===== src/rtl/csi_lane_aligner.sv =====
// rtl/csi_lane_aligner.sv - per-lane CSI byte deskew into lane-aligned words
//
// Purpose
//   Each CSI data lane delivers bytes with its own valid strobe. Every lane
//   has a small skew FIFO. When all FIFOs hold at least one byte, their heads
//   are popped together and registered as one NUM_LANE*8-bit word, so every
//   byte of the word belongs to the same CSI byte slot. If lanes stay
//   partially filled for MAX_SKEW cycles, all FIFOs are flushed and err_skew
//   pulses.
//
// Ports
//   clk           in   1             pixel-byte clock; the only clock
//   rst_n         in   1             synchronous reset, active-low
//   in_vld        in   NUM_LANE      per-lane byte strobe (lane_vld_t)
//   in_data       in   NUM_LANE*8    per-lane byte, lane i at [8i+7:8i] (lane_data_t)
//   out_vld       out  1             aligned word valid
//   out_data      out  NUM_LANE*8    aligned word, lane i at [8i+7:8i] (lane_mem_t)
//   aligned       out  1             high while the FSM is in ALIGNED
//   err_skew      out  1             1-cycle pulse, the cycle after a skew flush
//   err_ovf       out  1             1-cycle pulse, the cycle after a byte is dropped
//   skew_err_cnt  out  16            saturating err_skew count (CSI_ALIGN_STATS_EN only)
//   ovf_err_cnt   out  16            saturating err_ovf count (CSI_ALIGN_STATS_EN only)
//
// Configuration
//   CSI_ALIGN_STATS_EN  when defined, adds skew_err_cnt / ovf_err_cnt.

package top_pkg;
  localparam int NUM_LANE = 4;
  typedef logic [NUM_LANE-1:0]   lane_vld_t;
  typedef logic [NUM_LANE*8-1:0] lane_data_t;
  typedef logic [NUM_LANE*8-1:0] lane_mem_t;
endpackage

module csi_lane_aligner #(
  parameter int NUM_LANE   = top_pkg::NUM_LANE,
  parameter int FIFO_DEPTH = 8,
  parameter int MAX_SKEW   = 7
) (
  input  logic                  clk,
  input  logic                  rst_n,
  input  logic [NUM_LANE-1:0]   in_vld,
  input  logic [NUM_LANE*8-1:0] in_data,
  output logic                  out_vld,
  output logic [NUM_LANE*8-1:0] out_data,
  output logic                  aligned,
  output logic                  err_skew,
  output logic                  err_ovf
`ifdef CSI_ALIGN_STATS_EN
  ,
  output logic [15:0]           skew_err_cnt,
  output logic [15:0]           ovf_err_cnt
`endif
);

  localparam int AW = $clog2(FIFO_DEPTH);
  localparam int PW = AW + 1;
  localparam int SW = $clog2(MAX_SKEW + 1);
  localparam logic [SW-1:0] SKEW_MAX = SW'(MAX_SKEW);

  typedef enum logic [1:0] {
    ST_IDLE,
    ST_WAIT,
    ST_ALIGNED,
    ST_FLUSH
  } state_t;

  state_t                state_q, state_d;
  logic [SW-1:0]         skew_cnt_q, skew_cnt_d;
  logic [PW-1:0]         wr_ptr_q [NUM_LANE];
  logic [PW-1:0]         wr_ptr_d [NUM_LANE];
  logic [PW-1:0]         rd_ptr_q [NUM_LANE];
  logic [PW-1:0]         rd_ptr_d [NUM_LANE];
  logic [7:0]            mem_q [NUM_LANE][FIFO_DEPTH];
  logic [7:0]            mem_d [NUM_LANE][FIFO_DEPTH];
  logic                  out_vld_q, out_vld_d;
  logic [NUM_LANE*8-1:0] out_data_q, out_data_d;
  logic                  err_skew_q, err_skew_d;
  logic                  err_ovf_q, err_ovf_d;

  logic [NUM_LANE-1:0]   empty;
  logic [NUM_LANE-1:0]   full;
  logic                  all_ne;
  logic                  all_e;
  logic                  pop;
  logic                  flush;
  logic [NUM_LANE*8-1:0] head_word;

  // FIFO status from the wrap-bit pointers.
  always_comb begin
    empty = '0;
    full  = '0;
    for (int i = 0; i < NUM_LANE; i++) begin
      empty[i] = (wr_ptr_q[i] == rd_ptr_q[i]);
      full[i]  = (wr_ptr_q[i][AW] != rd_ptr_q[i][AW]) &&
                 (wr_ptr_q[i][AW-1:0] == rd_ptr_q[i][AW-1:0]);
    end
  end

  assign all_ne = ~|empty;
  assign all_e  = &empty;
  assign flush  = (state_q == ST_FLUSH);
  assign pop    = all_ne && !flush;

  // FIFO write/pop and the registered output word.
  always_comb begin
    mem_d      = mem_q;
    wr_ptr_d   = wr_ptr_q;
    rd_ptr_d   = rd_ptr_q;
    head_word  = '0;
    err_ovf_d  = 1'b0;
    for (int i = 0; i < NUM_LANE; i++) begin
      head_word[8*i +: 8] = mem_q[i][rd_ptr_q[i][AW-1:0]];
      if (flush) begin
        // Flush drops everything, including bytes arriving this cycle.
        wr_ptr_d[i] = '0;
        rd_ptr_d[i] = '0;
      end else begin
        if (pop) begin
          rd_ptr_d[i] = rd_ptr_q[i] + PW'(1);
        end
        if (in_vld[i]) begin
          // A full FIFO that pops this cycle frees exactly the slot being
          // written (its head), so the byte is kept.
          if (!full[i] || pop) begin
            mem_d[i][wr_ptr_q[i][AW-1:0]] = in_data[8*i +: 8];
            wr_ptr_d[i] = wr_ptr_q[i] + PW'(1);
          end else begin
            err_ovf_d = 1'b1;
          end
        end
      end
    end
    out_vld_d  = pop;
    out_data_d = pop ? head_word : out_data_q;
    err_skew_d = flush;
  end

  // Alignment FSM and skew timer.
  always_comb begin
    state_d    = state_q;
    skew_cnt_d = skew_cnt_q;
    case (state_q)
      ST_IDLE: begin
        skew_cnt_d = '0;
        if (all_ne) begin
          state_d = ST_ALIGNED;
        end else if (!all_e) begin
          state_d = ST_WAIT;
        end
      end
      ST_WAIT: begin
        if (all_ne) begin
          state_d    = ST_ALIGNED;
          skew_cnt_d = '0;
        end else if (all_e) begin
          state_d = ST_IDLE;
        end else if (skew_cnt_q == SKEW_MAX) begin
          state_d = ST_FLUSH;
        end else begin
          skew_cnt_d = skew_cnt_q + SW'(1);
        end
      end
      ST_ALIGNED: begin
        if (all_ne) begin
          skew_cnt_d = '0;
        end else if (all_e) begin
          // Empty FIFOs with bytes still arriving is just a bubble; only an
          // idle link ends the packet.
          if (in_vld == '0) begin
            state_d = ST_IDLE;
          end
        end else if (skew_cnt_q == SKEW_MAX) begin
          state_d = ST_FLUSH;
        end else begin
          skew_cnt_d = skew_cnt_q + SW'(1);
        end
      end
      ST_FLUSH: begin
        state_d    = ST_IDLE;
        skew_cnt_d = '0;
      end
      default: begin
        state_d    = ST_IDLE;
        skew_cnt_d = '0;
      end
    endcase
  end

  always_ff @(posedge clk) begin
    if (!rst_n) begin
      state_q    <= ST_IDLE;
      skew_cnt_q <= '0;
      out_vld_q  <= 1'b0;
      out_data_q <= '0;
      err_skew_q <= 1'b0;
      err_ovf_q  <= 1'b0;
      for (int i = 0; i < NUM_LANE; i++) begin
        wr_ptr_q[i] <= '0;
        rd_ptr_q[i] <= '0;
      end
    end else begin
      state_q    <= state_d;
      skew_cnt_q <= skew_cnt_d;
      out_vld_q  <= out_vld_d;
      out_data_q <= out_data_d;
      err_skew_q <= err_skew_d;
      err_ovf_q  <= err_ovf_d;
      wr_ptr_q   <= wr_ptr_d;
      rd_ptr_q   <= rd_ptr_d;
    end
  end

  // Storage needs no reset: the pointers define what is valid.
  always_ff @(posedge clk) begin
    mem_q <= mem_d;
  end

  assign out_vld  = out_vld_q;
  assign out_data = out_data_q;
  assign aligned  = (state_q == ST_ALIGNED);
  assign err_skew = err_skew_q;
  assign err_ovf  = err_ovf_q;

`ifdef CSI_ALIGN_STATS_EN
  logic [15:0] skew_err_cnt_q, skew_err_cnt_d;
  logic [15:0] ovf_err_cnt_q, ovf_err_cnt_d;

  // Counted on the _d pulses so a count moves in the same cycle as its pulse.
  always_comb begin
    skew_err_cnt_d = skew_err_cnt_q;
    ovf_err_cnt_d  = ovf_err_cnt_q;
    if (err_skew_d && (skew_err_cnt_q != 16'hFFFF)) begin
      skew_err_cnt_d = skew_err_cnt_q + 16'd1;
    end
    if (err_ovf_d && (ovf_err_cnt_q != 16'hFFFF)) begin
      ovf_err_cnt_d = ovf_err_cnt_q + 16'd1;
    end
  end

  always_ff @(posedge clk) begin
    if (!rst_n) begin
      skew_err_cnt_q <= '0;
      ovf_err_cnt_q  <= '0;
    end else begin
      skew_err_cnt_q <= skew_err_cnt_d;
      ovf_err_cnt_q  <= ovf_err_cnt_d;
    end
  end

  assign skew_err_cnt = skew_err_cnt_q;
  assign ovf_err_cnt  = ovf_err_cnt_q;
`endif

endmodule


===== config.mk =====
export PLATFORM = sky130hd
export DESIGN_NAME = csi_lane_aligner
export DESIGN_NICKNAME = d
export VERILOG_FILES = /design/src/rtl/csi_lane_aligner.sv
export SDC_FILE = /design/constraint.sdc
export NUM_CORES = 1
export LEC_CHECK = 0
export ABC_AREA = 1
export ABC_CLOCK_PERIOD_IN_PS = 5200
export CAP_MARGIN = 20
export CORE_MARGIN = 4
export CORE_UTILIZATION = 30
export DETAILED_ROUTE_END_ITERATION = 8
export PLACE_DENSITY_LB_ADDON = 0.25
export SYNTH_ARGS = -nofsm -noshare
export SYNTH_HDL_FRONTEND = slang
export SYNTH_SLANG_ARGS = --single-unit

===== constraint.sdc =====
create_clock -name clk -period 5.2 [get_ports clk]
set_input_delay 0.78 -clock clk [delete_from_list [all_inputs] [get_ports clk]]
set_output_delay 0.78 -clock clk [all_outputs]
set_load 0.01 [all_outputs]

==> flow_summary.ini <==
[run_status]
status = complete, no violations

[placement]
dp_hpwl_um = 24100
gp_congestion = 0.875
place_inst = 1883
port_buffers = 73

[clock_network]
path_clk_slew_ns = 0.06
post_cts_resized = 0
cts-hold-fix-buffers = 0
htreeDepth = 2
cts_root_buf = clkbuf_16
clkSinkCount = 328
clock_latency_ns = 0.52
cts_setup_buffers = 0
cts_tree = built
cts_buffers = 36
cts_max_path_buffers = 3

[final_layout]
drive_gt1_share_pct = 8.70
seqCellArea_sq_um = 9130
multi_input_area_sq_um = 3970
diodes = 0
fin_nets = 1383
area_delta_synth_final_pct = 17.3
fillers = 4503
utilization_pct = 35.5
finalNonFillerCells = 1956

[detailed_routing]
dr_wl_met2_um = 16200
routed-wl-met3_um = 2070
wl_met1_um = 15900
wire_per_inst_um = 17.9
drt_iter0_drc = 862
drt_first_pass_iters = 5
vias = 9401
top_layer_used = met5
viasPerCell = 4.81
totalWireLength_um = 35100
ant_nets = 0
drc_errors = 0

[timing]
hold_viol = 0
hold_ws_ns = 0.483
skew_ns = 0.0189
finalSetupViolCount = 0
tightestPinTransition_ns = 1.13
slew_headroom_pct = 24.3
drv_slew = 0
fin_crit_ns = 3.51
finalSetupTns_ns = 0
rsz0062_at_grt = no
fmax_mhz = 285
final.period_utilization_pct = 67.4

[synthesis]
yosys-mux-area-fraction_pct = 0
postSynthCellCount = 1273
synth_xor_area_share_pct = 0.576
yosys_warnings = 0
synth_area_sq_um = 13700
synth_top_family_by_area = simple AND/OR/NAND/NOR gates
netlist.area_leader.share_pct = 56.1
synth_seq_cells = 328
yosysTopAreaCell = edfxtp_1
synth_nets = 1326
synthAdderAreaFrac_pct = 1.37
synthTopCellsByArea = edfxtp_1, dfxtp_1, nor2_1, o21ai_0, nand2_1
synth_cell_types = 35
yosys.area_share.simple_pct = 16.5
ys_seq_area_share_pct = 66.7
synth_compound_area_share_pct = 10.6
avgSynthCellArea_sq_um = 10.8

[power_and_ir_drop]
cellLeakagePower_nw = 5.62
cellPowerDensity_nw_per_um2 = 383
power.total_mw = 6.16
netSwitchingPower_mw = 1.51
switching_share_pct = 24.4
pwr-share-comb_pct = 10.1
ir_drop_v = 0.000176
p_int_mw = 4.66
p_clk_share_pct = 40.9
seq_power_share_pct = 49.0

[die]
die_y_um = 222
core_area_sq_um = 45300
die_w_um = 222
rows = 78
dieArea_sq_um = 49100
start_util_pct = 30.2
io_pins = 74

[critical_path]
cpPeakStageDelay_ns = 0.91
worst_setup_path_end_kind = register
crit_end = mem_q[55]$_DFFE_PP_
rr_endpoint = mem_q[55]$_DFFE_PP_
r2r_setup_slack_ns = 1.69
critPathTopFamily = simple AND/OR/NAND/NOR gates
crit_type = register to register
crit_chain = buf_4 > inv_6 > nand2_1 > nand2_1 > nor2_1 > nand2_2 > nand2_4 > nor2_8 > nand2_8 > nand2_8 > nand3_4 > nor3_1
critPathMaxFanout = 59
cp-startpoint = rd_ptr_q[8]$_SDFFE_PP0N_
slowest_stage = nor3_1
cp.buffers_inverters = 2
start_kind = register
cp.depth = 12
cp.required_ns = 5.32
arrival_ns = 3.63
reg2reg_depth = 12
r2r-start = rd_ptr_q[8]$_SDFFE_PP0N_

[global_routing]
grt_pass1_vias = 9106
grt_first_pass_wirelength_um = 53500
track_usage_pct = 13.7
grt_start_max_net_pins = 60
gr-total-overflow = 0
antenna_found_initial = 2

[hold_path]
hp-class = register to register
hold_start = out_data[2]$_SDFFE_PN0N_

[flow_run]
cap_violations = 0
==> how the worst min path moves through the flow <==
stage / end / cells after the start
6_report: out_data[2]$_SDFFE_PN0N_ / 2
4_1_cts: wr_ptr_q[11]$_SDFFE_PP0P_ / 2
5_1_grt: out_data[12]$_SDFFE_PN0N_ / 2
3_5_place_dp: out_data[18]$_SDFFE_PN0N_ / 2
3_3_place_gp: out_data[20]$_SDFFE_PN0N_ / 2
2_1_floorplan: wr_ptr_q[11]$_SDFFE_PP0P_ / 2
==> worst reg2reg max path: cells and delay by family (launching register included) <==
kind / cells / cell delay, ns
buffers and inverters: 2 / 0.50
AND/OR/NAND/NOR: 10 / 2.14
flip-flops: 1 / 0.49
==> flip-flops by register name (all words and copies together) (netlist names) <==
register and cells:
out_data 32, wr_ptr_q 16, rd_ptr_q 16, mem_q 256, state_q 2, skew_cnt_q 3, out_vld 1, err_skew 1
err_ovf 1
==> logic make-up after synthesis <==
kind of cell / after synthesis
flip-flops: 328
adder cells (fa/ha/maj): 15
XOR/XNOR: 9
AND/OR/NAND/NOR: 530
buffers and inverters: 119
AO/OA/AOI/OAI: 272
==> cells in the mapped netlist <==
| library cell | n |
|---|---|
| ha_1 | 15 |
| buf_4 | 5 |
| clkinv_4 | 2 |
| nand3_1 | 33 |
| inv_2 | 12 |
| nand3_4 | 3 |
| inv_1 | 29 |
| nor2_2 | 3 |
| buf_2 | 9 |
| clkbuf_1 | 43 |
| nand2_8 | 4 |
| o22ai_1 | 64 |
| inv_4 | 3 |
| clkbuf_2 | 1 |
| clkinv_2 | 2 |
| o21ai_0 | 170 |
| a22oi_1 | 1 |
| a21oi_1 | 25 |
| dfxtp_1 | 72 |
| xor2_1 | 9 |
| nor2_8 | 1 |
| o21ai_1 | 10 |
| or2_2 | 1 |
| buf_6 | 10 |
| buf_1 | 1 |
| nand2_2 | 7 |
| nand2_4 | 5 |
| nand2_1 | 202 |
| edfxtp_1 | 256 |
| buf_12 | 1 |
| a21oi_2 | 2 |
| nor3_1 | 27 |
| nand4_1 | 1 |
| inv_6 | 1 |
| nor2_1 | 243 |
==> stage by stage <==
step           worst slack (ns)  area (sq um)
4_1_cts                    1.70         16000
5_1_grt                    1.45         16100
6_report                   1.69         16100
3_5_place_dp               1.71         14800
2_1_floorplan              2.82         13700
3_3_place_gp               1.79         14800
==> per-layer routing <==
layer | vias up | global-route usage, %
met1 | 4514 | 18.8
met5 | - | 0
li1 | 4543 | -
met2 | 271 | 22.1
met4 | 4 | 4.22
met3 | 69 | 2.54
==> power by group through the flow <==
stage / logic, mW / clock network, mW / registers [mW]
final: 0.624 / 2.52 / 3.02
after global placement: 0.624 / 0 / 3.08
after detailed placement: 0.622 / 0 / 3.08
after global routing: 0.698 / 2.69 / 3.03
after floorplan: 0.404 / 0 / 3.04
after CTS: 0.625 / 2.59 / 3.02
==> cells in the final DEF (no fill, tap or decap), types with 2 or more instances in the layout <==
master	n
clkinv_2	10
bufinv_16	3
nand2_8	4
nor3_1	27
nand2_1	202
nand3_4	3
buf_4	7
o21ai_0	170
inv_1	29
inv_2	12
ha_1	15
o21ai_1	10
nand2_2	7
clkbuf_4	3
clkinv_4	3
nor2_2	3
clkbuf_1	7
clkdlybuf4s50_1	73
clkinvlp_4	3
inv_4	3
clkbuf_16	37
nor2_1	243
xor2_1	9
buf_2	5
a21oi_1	25
nand2_4	5
clkbuf_8	3
o22ai_1	64
a21oi_2	2
nand3_1	33
dfxtp_1	72
edfxtp_1	256
==> final cells by class <==
type                       count  share of cell area [%]
sequential                   328                    56.8
multi-input combinational    826                    24.7
clock buffer                  47                    6.18
timing repair buffer          89                    5.20
tap                          600                    4.67
inverter                      49                    1.30
clock inverter                17                    1.13
No activity file was read; power rests on OpenSTA's default activity.
